<file path="config.mk">
export PLATFORM = sky130hd
export DESIGN_NAME = aes_v3_round_seq
export DESIGN_NICKNAME = d
export VERILOG_FILES = /design/src/rtl/aes_v3_pkg.sv /design/src/rtl/aes_sbox.sv /design/src/rtl/aes_v3_byte_lane.sv /design/src/rtl/aes_v3_round_seq.sv
export SDC_FILE = /design/constraint.sdc
export NUM_CORES = 2
export LEC_CHECK = 0
export CAP_MARGIN = 20
export CORE_MARGIN = 5
export CORE_UTILIZATION = 40
export CTS_CLUSTER_SIZE = 40
export DETAILED_ROUTE_END_ITERATION = 8
export PLACE_DENSITY = 0.64
export SLEW_MARGIN = 15
export SYNTH_ARGS = -nofsm -noshare
export SYNTH_HDL_FRONTEND = slang
export SYNTH_SLANG_ARGS = --single-unit
</file>
<file path="constraint.sdc">
create_clock -name g_clk -period 55.2 [get_ports g_clk]
set_clock_uncertainty 0.2 [all_clocks]
set_input_delay 11.04 -clock g_clk [delete_from_list [all_inputs] [get_ports g_clk]]
set_output_delay 11.04 -clock g_clk [all_outputs]
set_load 0.02 [all_outputs]
</file>
<file path="src/rtl/aes_v3_pkg.sv">
// Shared types, constants and GF(2^8) helpers for the v3 AES round sequencer.
package aes_v3_pkg;

  typedef enum logic [1:0] {ST_IDLE, ST_BUSY, ST_DONE} state_e;

  localparam int COL_W = 2;
  localparam int ROW_W = 2;

  localparam logic [7:0] GF_RED = 8'h1b;
  localparam logic [7:0] MIX_2  = 8'd2;
  localparam logic [7:0] MIX_3  = 8'd3;
  localparam logic [7:0] MIX_9  = 8'd9;
  localparam logic [7:0] MIX_B  = 8'd11;
  localparam logic [7:0] MIX_D  = 8'd13;
  localparam logic [7:0] MIX_E  = 8'd14;

  function automatic logic [7:0] xtime(input logic [7:0] b);
    return {b[6:0], 1'b0} ^ (b[7] ? GF_RED : 8'h00);
  endfunction

  function automatic logic [7:0] gf_mul(input logic [7:0] a, input logic [7:0] b);
    logic [7:0] p, x;
    p = '0;
    x = a;
    for (int k = 0; k < 8; k++) begin
      if (b[k]) p = p ^ x;
      x = xtime(x);
    end
    return p;
  endfunction

  // a^254 is the multiplicative inverse, with 0 mapping to 0.
  function automatic logic [7:0] gf_inv(input logic [7:0] a);
    logic [7:0] r;
    r = 8'h01;
    for (int b = 7; b >= 0; b--) begin
      r = gf_mul(r, r);
      if (b != 0) r = gf_mul(r, a);
    end
    return r;
  endfunction

  function automatic logic [7:0] rotl8(input logic [7:0] x, input int n);
    logic [15:0] t;
    t = {x, x} << n;
    return t[15:8];
  endfunction

endpackage

</file>
<file path="src/rtl/aes_sbox.sv">
// Combinational AES S-box / inverse S-box from the GF inverse and affine map.
module aes_sbox
  import aes_v3_pkg::*;
(
  input  logic [7:0] in_i,
  input  logic       dec_i,
  output logic [7:0] out_o
);

  logic [7:0] fwd, inv_aff;

  always_comb begin
    fwd     = gf_inv(in_i);
    fwd     = fwd ^ rotl8(fwd, 1) ^ rotl8(fwd, 2) ^ rotl8(fwd, 3) ^ rotl8(fwd, 4) ^ 8'h63;
    inv_aff = rotl8(in_i, 1) ^ rotl8(in_i, 3) ^ rotl8(in_i, 6) ^ 8'h05;
    out_o   = dec_i ? gf_inv(inv_aff) : fwd;
  end

endmodule

</file>
<file path="src/rtl/aes_v3_byte_lane.sv">
// One byte lane: S-box, (Inv)MixColumns column contribution, rotate to its row.
module aes_v3_byte_lane
  import aes_v3_pkg::*;
(
  input  logic [7:0]       byte_i,
  input  logic             dec_i,
  input  logic             mix_i,
  input  logic [ROW_W-1:0] row_i,
  output logic [31:0]      contrib_o
);

  logic [7:0]  s;
  logic [31:0] w;
  logic [5:0]  sh;

  aes_sbox u_sbox (.in_i(byte_i), .dec_i(dec_i), .out_o(s));

  always_comb begin
    if (!mix_i)     w = {24'b0, s};
    else if (dec_i) w = {gf_mul(s, MIX_B), gf_mul(s, MIX_D), gf_mul(s, MIX_9), gf_mul(s, MIX_E)};
    else            w = {gf_mul(s, MIX_3), s, s, gf_mul(s, MIX_2)};
    sh        = {1'b0, row_i, 3'b000};
    contrib_o = (w << sh) | (w >> (6'd32 - sh));
  end

endmodule

</file>
<file path="src/rtl/aes_v3_round_seq.sv">
// Multi-cycle AES round engine. Define AES_V3_SEQ_QUAD_SBOX_EN for four lanes
// (one output column per step, 4 steps) instead of one lane over 16 steps.
module aes_v3_round_seq
  import aes_v3_pkg::*;
(
  input  logic         g_clk,
  input  logic         g_reset,
  input  logic         req_valid,
  output logic         req_ready,
  input  logic         req_dec,
  input  logic         req_mix,
  input  logic [127:0] req_state,
  input  logic [127:0] req_rkey,
  output logic         rsp_valid,
  input  logic         rsp_ready,
  output logic [127:0] rsp_state
);

`ifdef AES_V3_SEQ_QUAD_SBOX_EN
  localparam int NLANES = 4;
`else
  localparam int NLANES = 1;
`endif
  localparam logic [3:0] LAST = 4'(16 / NLANES - 1);

  state_e         state_q, state_d;
  logic [3:0]     cnt_q, cnt_d;
  logic [127:0]   din_q, din_d, acc_q, acc_d;
  logic           dec_q, dec_d, mix_q, mix_d;

  logic [COL_W-1:0]              col_j;
  logic [NLANES-1:0][ROW_W-1:0]  lane_row;
  logic [NLANES-1:0][7:0]        lane_byte;
  logic [NLANES-1:0][31:0]       lane_out;
  logic [31:0]                   contrib;

  // Quad build walks columns with the counter; single lane walks column-major.
  assign col_j = (NLANES == 4) ? cnt_q[1:0] : cnt_q[3:2];

  for (genvar g = 0; g < NLANES; g++) begin : g_lane
    logic [COL_W-1:0] src_c;
    assign lane_row[g]  = (NLANES == 4) ? 2'(g) : cnt_q[1:0];
    assign src_c        = dec_q ? col_j - lane_row[g] : col_j + lane_row[g];
    assign lane_byte[g] = din_q[{src_c, lane_row[g], 3'b000} +: 8];
    aes_v3_byte_lane u_lane (
      .byte_i    (lane_byte[g]),
      .dec_i     (dec_q),
      .mix_i     (mix_q),
      .row_i     (lane_row[g]),
      .contrib_o (lane_out[g])
    );
  end

  always_comb begin
    contrib = '0;
    for (int g = 0; g < NLANES; g++) contrib = contrib ^ lane_out[g];
  end

  assign req_ready = (state_q == ST_IDLE) && !g_reset;
  assign rsp_valid = (state_q == ST_DONE);
  assign rsp_state = acc_q;

  always_comb begin
    state_d = state_q;
    cnt_d   = cnt_q;
    din_d   = din_q;
    acc_d   = acc_q;
    dec_d   = dec_q;
    mix_d   = mix_q;
    case (state_q)
      ST_IDLE: if (req_valid && req_ready) begin
        din_d   = req_state;
        acc_d   = req_rkey;
        dec_d   = req_dec;
        mix_d   = req_mix;
        cnt_d   = '0;
        state_d = ST_BUSY;
      end
      ST_BUSY: begin
        acc_d[{col_j, 5'b00000} +: 32] = acc_q[{col_j, 5'b00000} +: 32] ^ contrib;
        cnt_d = cnt_q + 4'd1;
        if (cnt_q == LAST) begin
          cnt_d   = '0;
          state_d = ST_DONE;
        end
      end
      ST_DONE: if (rsp_ready) state_d = ST_IDLE;
      default: state_d = ST_IDLE;
    endcase
  end

  always_ff @(posedge g_clk or posedge g_reset) begin
    if (g_reset) begin
      state_q <= ST_IDLE;
      cnt_q   <= '0;
      din_q   <= '0;
      acc_q   <= '0;
      dec_q   <= 1'b0;
      mix_q   <= 1'b0;
    end else begin
      state_q <= state_d;
      cnt_q   <= cnt_d;
      din_q   <= din_d;
      acc_q   <= acc_d;
      dec_q   <= dec_d;
      mix_q   <= mix_d;
    end
  end

endmodule
</file>
==> impl_metrics.prom <==
# TYPE chip_impl_metric gauge
chip_impl_info{name="grt_setup_unrepaired",value="false"} 1
chip_impl_metric{name="number_of_global_route_vias_before_repair",unit=""} 40792
chip_impl_metric{name="critical_path.max_stage_delay",unit="ns"} 0.85
chip_impl_metric{name="max_slew.worst_pin.slew",unit="ns"} 1.139
chip_impl_metric{name="postLayoutCellArea",unit="µm²"} 53070
chip_impl_metric{name="grt_antenna_before_repair",unit=""} 6
chip_impl_metric{name="setup-violations-final",unit=""} 0
chip_impl_info{name="tritoncts_clock_tree",value="yes"} 1
chip_impl_metric{name="hold_buffers",unit=""} 0
chip_impl_metric{name="clk_pin_slew",unit="ns"} 0.07
chip_impl_metric{name="post_synth_edffs",unit=""} 0
chip_impl_metric{name="htreeDepth",unit=""} 1
chip_impl_metric{name="placed_cell_area",unit="µm²"} 52050
chip_impl_info{name="hold_class",value="reg2reg"} 1
chip_impl_metric{name="totalNegativeSetupSlack",unit="ns"} 0
chip_impl_metric{name="synth_seq_cells",unit=""} 264
chip_impl_metric{name="std_cell_rows",unit=""} 128
chip_impl_info{name="synthTopCellsByArea",value="sky130_fd_sc_hd__dfrtp_1 14%, sky130_fd_sc_hd__xnor2_1 12%, sky130_fd_sc_hd__xnor3_1 8.3%"} 1
chip_impl_metric{name="nets",unit=""} 5815
chip_impl_metric{name="dr_total_vias",unit=""} 41885
chip_impl_metric{name="netlist.area_leader.share",unit="%"} 13.58
chip_impl_metric{name="detail_route.first_pass.iterations",unit=""} 8
chip_impl_metric{name="detailed_placer_s_ending_hpwl",unit="µm"} 113400
chip_impl_metric{name="port_buffers",unit=""} 391
chip_impl_metric{name="drc",unit=""} 0
chip_impl_metric{name="multi_input_gate_area",unit="µm²"} 38560
chip_impl_metric{name="starting_density",unit="%"} 40.11
chip_impl_metric{name="yosysSeqAreaShare",unit="%"} 13.58
chip_impl_info{name="endpoint_class_of_the_critical_path",value="flip-flop"} 1
chip_impl_metric{name="clock_tree.buffer_depth",unit=""} 3
chip_impl_metric{name="hold_depth",unit=""} 2
chip_impl_metric{name="worst-endpoint-required",unit="ns"} 55.41
chip_impl_metric{name="slew-limit-headroom",unit="%"} 23.55
chip_impl_metric{name="ys_warn_count",unit=""} 0
chip_impl_metric{name="grt_start_max_net_pins",unit=""} 130
chip_impl_metric{name="avgSynthCellArea",unit="µm²"} 8.951
chip_impl_info{name="r2r-start",value="cnt_q[0]$_DFFE_PP0P_"} 1
chip_impl_metric{name="syn-instance-count",unit=""} 5433
chip_impl_info{name="cts-root-buf",value="sky130_fd_sc_hd__clkbuf_16"} 1
chip_impl_metric{name="tritoncts_num_sinks",unit=""} 264
chip_impl_metric{name="synthDistinctLibCells",unit=""} 170
chip_impl_metric{name="asyncSetResetFlopFracSynth",unit="%"} 100.0
chip_impl_metric{name="max_clock_freq",unit="MHz"} 29.66
chip_impl_metric{name="post-cts-setup-buffers",unit=""} 0
chip_impl_metric{name="reg2reg_setup_slack",unit="ns"} 21.49
chip_impl_info{name="cpMaxStageDelayCell",value="sky130_fd_sc_hd__xnor2_1"} 1
chip_impl_metric{name="fin_crit_sh",unit="%"} 61.08
chip_impl_metric{name="wl_per_cell",unit="µm"} 22.26
chip_impl_info{name="postSynth.topFlopCell",value="sky130_fd_sc_hd__dfrtp_1"} 1
chip_impl_metric{name="synth_area",unit="µm²"} 48630
chip_impl_metric{name="dieWidth",unit="µm"} 358.7
chip_impl_metric{name="grt_use_total",unit="%"} 23.80
chip_impl_metric{name="cts_buffers",unit=""} 26
chip_impl_info{name="worstHoldStart",value="din_q[79]$_DFFE_PP0P_"} 1
chip_impl_metric{name="ff2ff_path_depth",unit=""} 100
chip_impl_metric{name="synth.net_count",unit=""} 5719
chip_impl_info{name="worstSetupStartpointType",value="flip-flop"} 1
chip_impl_metric{name="finalHoldViolCount",unit=""} 0
chip_impl_info{name="crit_top_cell",value="sky130_fd_sc_hd__xnor3_1"} 1
chip_impl_metric{name="die_h",unit="µm"} 358.7
chip_impl_metric{name="grt_pass1_wl",unit="µm"} 245700
chip_impl_metric{name="i_o_pin_total",unit=""} 392
chip_impl_info{name="worst_hold_path.endpoint",value="din_q[79]$_DFFE_PP0P_"} 1
chip_impl_info{name="worstReg2RegEnd",value="rsp_state[53]$_DFFE_PP0P_"} 1
chip_impl_metric{name="max_cap_viol",unit=""} 0
chip_impl_metric{name="hold-worst-slack",unit="ns"} 0.2642
chip_impl_metric{name="report.final.slew_viol_count",unit=""} 0
chip_impl_metric{name="worst-path-max-fanout",unit=""} 51
chip_impl_metric{name="drive_gt1_share",unit="%"} 13.03
chip_impl_metric{name="core-area",unit="µm²"} 121200
chip_impl_metric{name="vias_per_cell",unit=""} 5.831
chip_impl_metric{name="die_area",unit="µm²"} 128600
chip_impl_info{name="yosysMostFrequentCell",value="sky130_fd_sc_hd__nand2_1"} 1
chip_impl_metric{name="syn2layout_area_growth",unit="%"} 9.136
chip_impl_metric{name="worstPathArrival",unit="ns"} 33.92
chip_impl_metric{name="route.final.wire_length",unit="µm"} 159900
chip_impl_metric{name="register_area",unit="µm²"} 6616
chip_impl_metric{name="initial_drc_count",unit=""} 4289
chip_impl_metric{name="final.fill_count",unit=""} 11879
chip_impl_info{name="synth_top_cell_by_area",value="sky130_fd_sc_hd__dfrtp_1"} 1
chip_impl_metric{name="resize_count_post_cts",unit=""} 0
chip_impl_metric{name="clock_insertion_delay_at_the_later_pin_of_the_skew_report",unit="ns"} 0.58
chip_impl_metric{name="place_congestion",unit=""} 0.9403
chip_impl_metric{name="antenna_violating_nets_post_route",unit=""} 0
chip_impl_info{name="setup.worst_path.class",value="reg2reg"} 1
chip_impl_info{name="status",value="finished clean"} 1
chip_impl_metric{name="globalRoute.totalOverflow",unit=""} 0
chip_impl_metric{name="layout_min_cycle_time",unit="ns"} 33.71
chip_impl_info{name="synth_commonest_cells",value="826 x sky130_fd_sc_hd__nand2_1, 657 x sky130_fd_sc_hd__xnor2_1, 527 x sky130_fd_sc_hd__nor2_1, 264 x sky130_fd_sc_hd__dfrtp_1, 251 x sky130_fd_sc_hd__xor2_1"} 1
==> state kept, by name (all words and copies together) (netlist names) <==
| register | cells |
|---|---|
| din_q | 128 |
| rsp_state | 128 |
| cnt_q | 4 |
| state_q | 2 |
| dec_q | 1 |
| mix_q | 1 |
==> per-layer routing <==
| layer | track usage [%] | share of wire (%) | up-vias |
|---|---|---|---|
| met5 | 0 | 0 | - |
| met4 | 7.808 | 3.6 | 0 |
| met3 | 3.521 | 8.1 | 308 |
| met2 | 39.32 | 47 | 1936 |
| met1 | 32.09 | 41 | 20339 |
| li1 | - | - | 19302 |
==> critical path, delay by kind of cell (launching register included) <==
kind,cells,cell delay (ns)
fa+ha+maj,8,3.49
mux,5,1.47
simple gates,17,3.57
buf+inv,13,3.31
flops,1,0.78
compound gates,13,2.87
xor+xnor,44,17.79
==> metrics by stage <==
stage | setup slack, ns | std cells | util (%)
final | 21.49 | 7183 | 43.78
after global routing | 19.57 | 7179 | 43.77
after CTS | 21.67 | 7168 | 43.67
after detailed placement | 21.79 | 7120 | 42.94
after global placement | 22.16 | 7120 | 42.94
after floorplan | 26.65 | 5433 | -
==> cell type report <==
type	instances	share of cell area (%)
repair buffers	479	8.732
flip-flops and latches	264	12.47
diodes	9	0.04243
multi-input cells	4691	72.66
clock inverters	13	0.2994
inverters	67	0.6012
clock buffers	35	1.367
well taps	1625	3.831
==> cells in the final DEF, fill, tap and decap left out, types with 30 or more instances in the layout <==
| master | count |
|---|---|
| sky130_fd_sc_hd__nand2_1 | 825 |
| sky130_fd_sc_hd__xnor2_1 | 650 |
| sky130_fd_sc_hd__nor2_1 | 527 |
| sky130_fd_sc_hd__clkdlybuf4s50_1 | 391 |
| sky130_fd_sc_hd__dfrtp_1 | 260 |
| sky130_fd_sc_hd__xor2_1 | 251 |
| sky130_fd_sc_hd__a21oi_1 | 245 |
| sky130_fd_sc_hd__xnor3_1 | 180 |
| sky130_fd_sc_hd__o21ai_0 | 131 |
| sky130_fd_sc_hd__mux2i_1 | 126 |
| sky130_fd_sc_hd__and3_1 | 126 |
| sky130_fd_sc_hd__xnor2_2 | 108 |
| sky130_fd_sc_hd__nand3_1 | 104 |
| sky130_fd_sc_hd__nor3_1 | 98 |
| sky130_fd_sc_hd__o21ai_1 | 90 |
| sky130_fd_sc_hd__buf_4 | 84 |
| sky130_fd_sc_hd__o22ai_1 | 82 |
| sky130_fd_sc_hd__a221o_1 | 64 |
| sky130_fd_sc_hd__xnor3_2 | 51 |
| sky130_fd_sc_hd__inv_1 | 45 |
| sky130_fd_sc_hd__mux4_2 | 45 |
| sky130_fd_sc_hd__mux2_2 | 45 |
| sky130_fd_sc_hd__a211oi_1 | 34 |
| sky130_fd_sc_hd__xnor2_4 | 32 |
| sky130_fd_sc_hd__a31oi_1 | 32 |
| sky130_fd_sc_hd__o211ai_1 | 31 |
| sky130_fd_sc_hd__a22oi_1 | 31 |
| sky130_fd_sc_hd__nand2b_1 | 30 |
| sky130_fd_sc_hd__or3_1 | 30 |
==> kinds of logic (layout without fill, tap and decap cells) <==
logic type,Yosys count,after routing,share of synthesized area (%)
and+or+nand+nor,1981,1981,18.80
AOI/OAI and AO/OA,1069,1069,15.77
adders and majority gates,25,25,0.6381
DFF,264,264,13.58
muxes,259,259,7.539
buffers and inverters,478,594,7.495
other,0,9,0
xor gates and xnor gates,1357,1357,36.17
==> worst max path at each step <==
stage	from	endpoint	slack [ns]	cells after the start
after floorplan	cnt_q[0]$_DFFE_PP0P_	rsp_state[125]$_DFFE_PP0P_	26.65	117
after global placement	cnt_q[0]$_DFFE_PP0P_	rsp_state[21]$_DFFE_PP0P_	22.16	98
after detailed placement	cnt_q[0]$_DFFE_PP0P_	rsp_state[117]$_DFFE_PP0P_	21.79	98
after CTS	cnt_q[0]$_DFFE_PP0P_	rsp_state[53]$_DFFE_PP0P_	21.67	98
after global routing	cnt_q[0]$_DFFE_PP0P_	rsp_state[21]$_DFFE_PP0P_	19.57	101
final	cnt_q[0]$_DFFE_PP0P_	rsp_state[53]$_DFFE_PP0P_	21.49	100
Power is not shown: default switching activity piles up to over one toggle a cycle in this logic, so the estimate is an artifact.
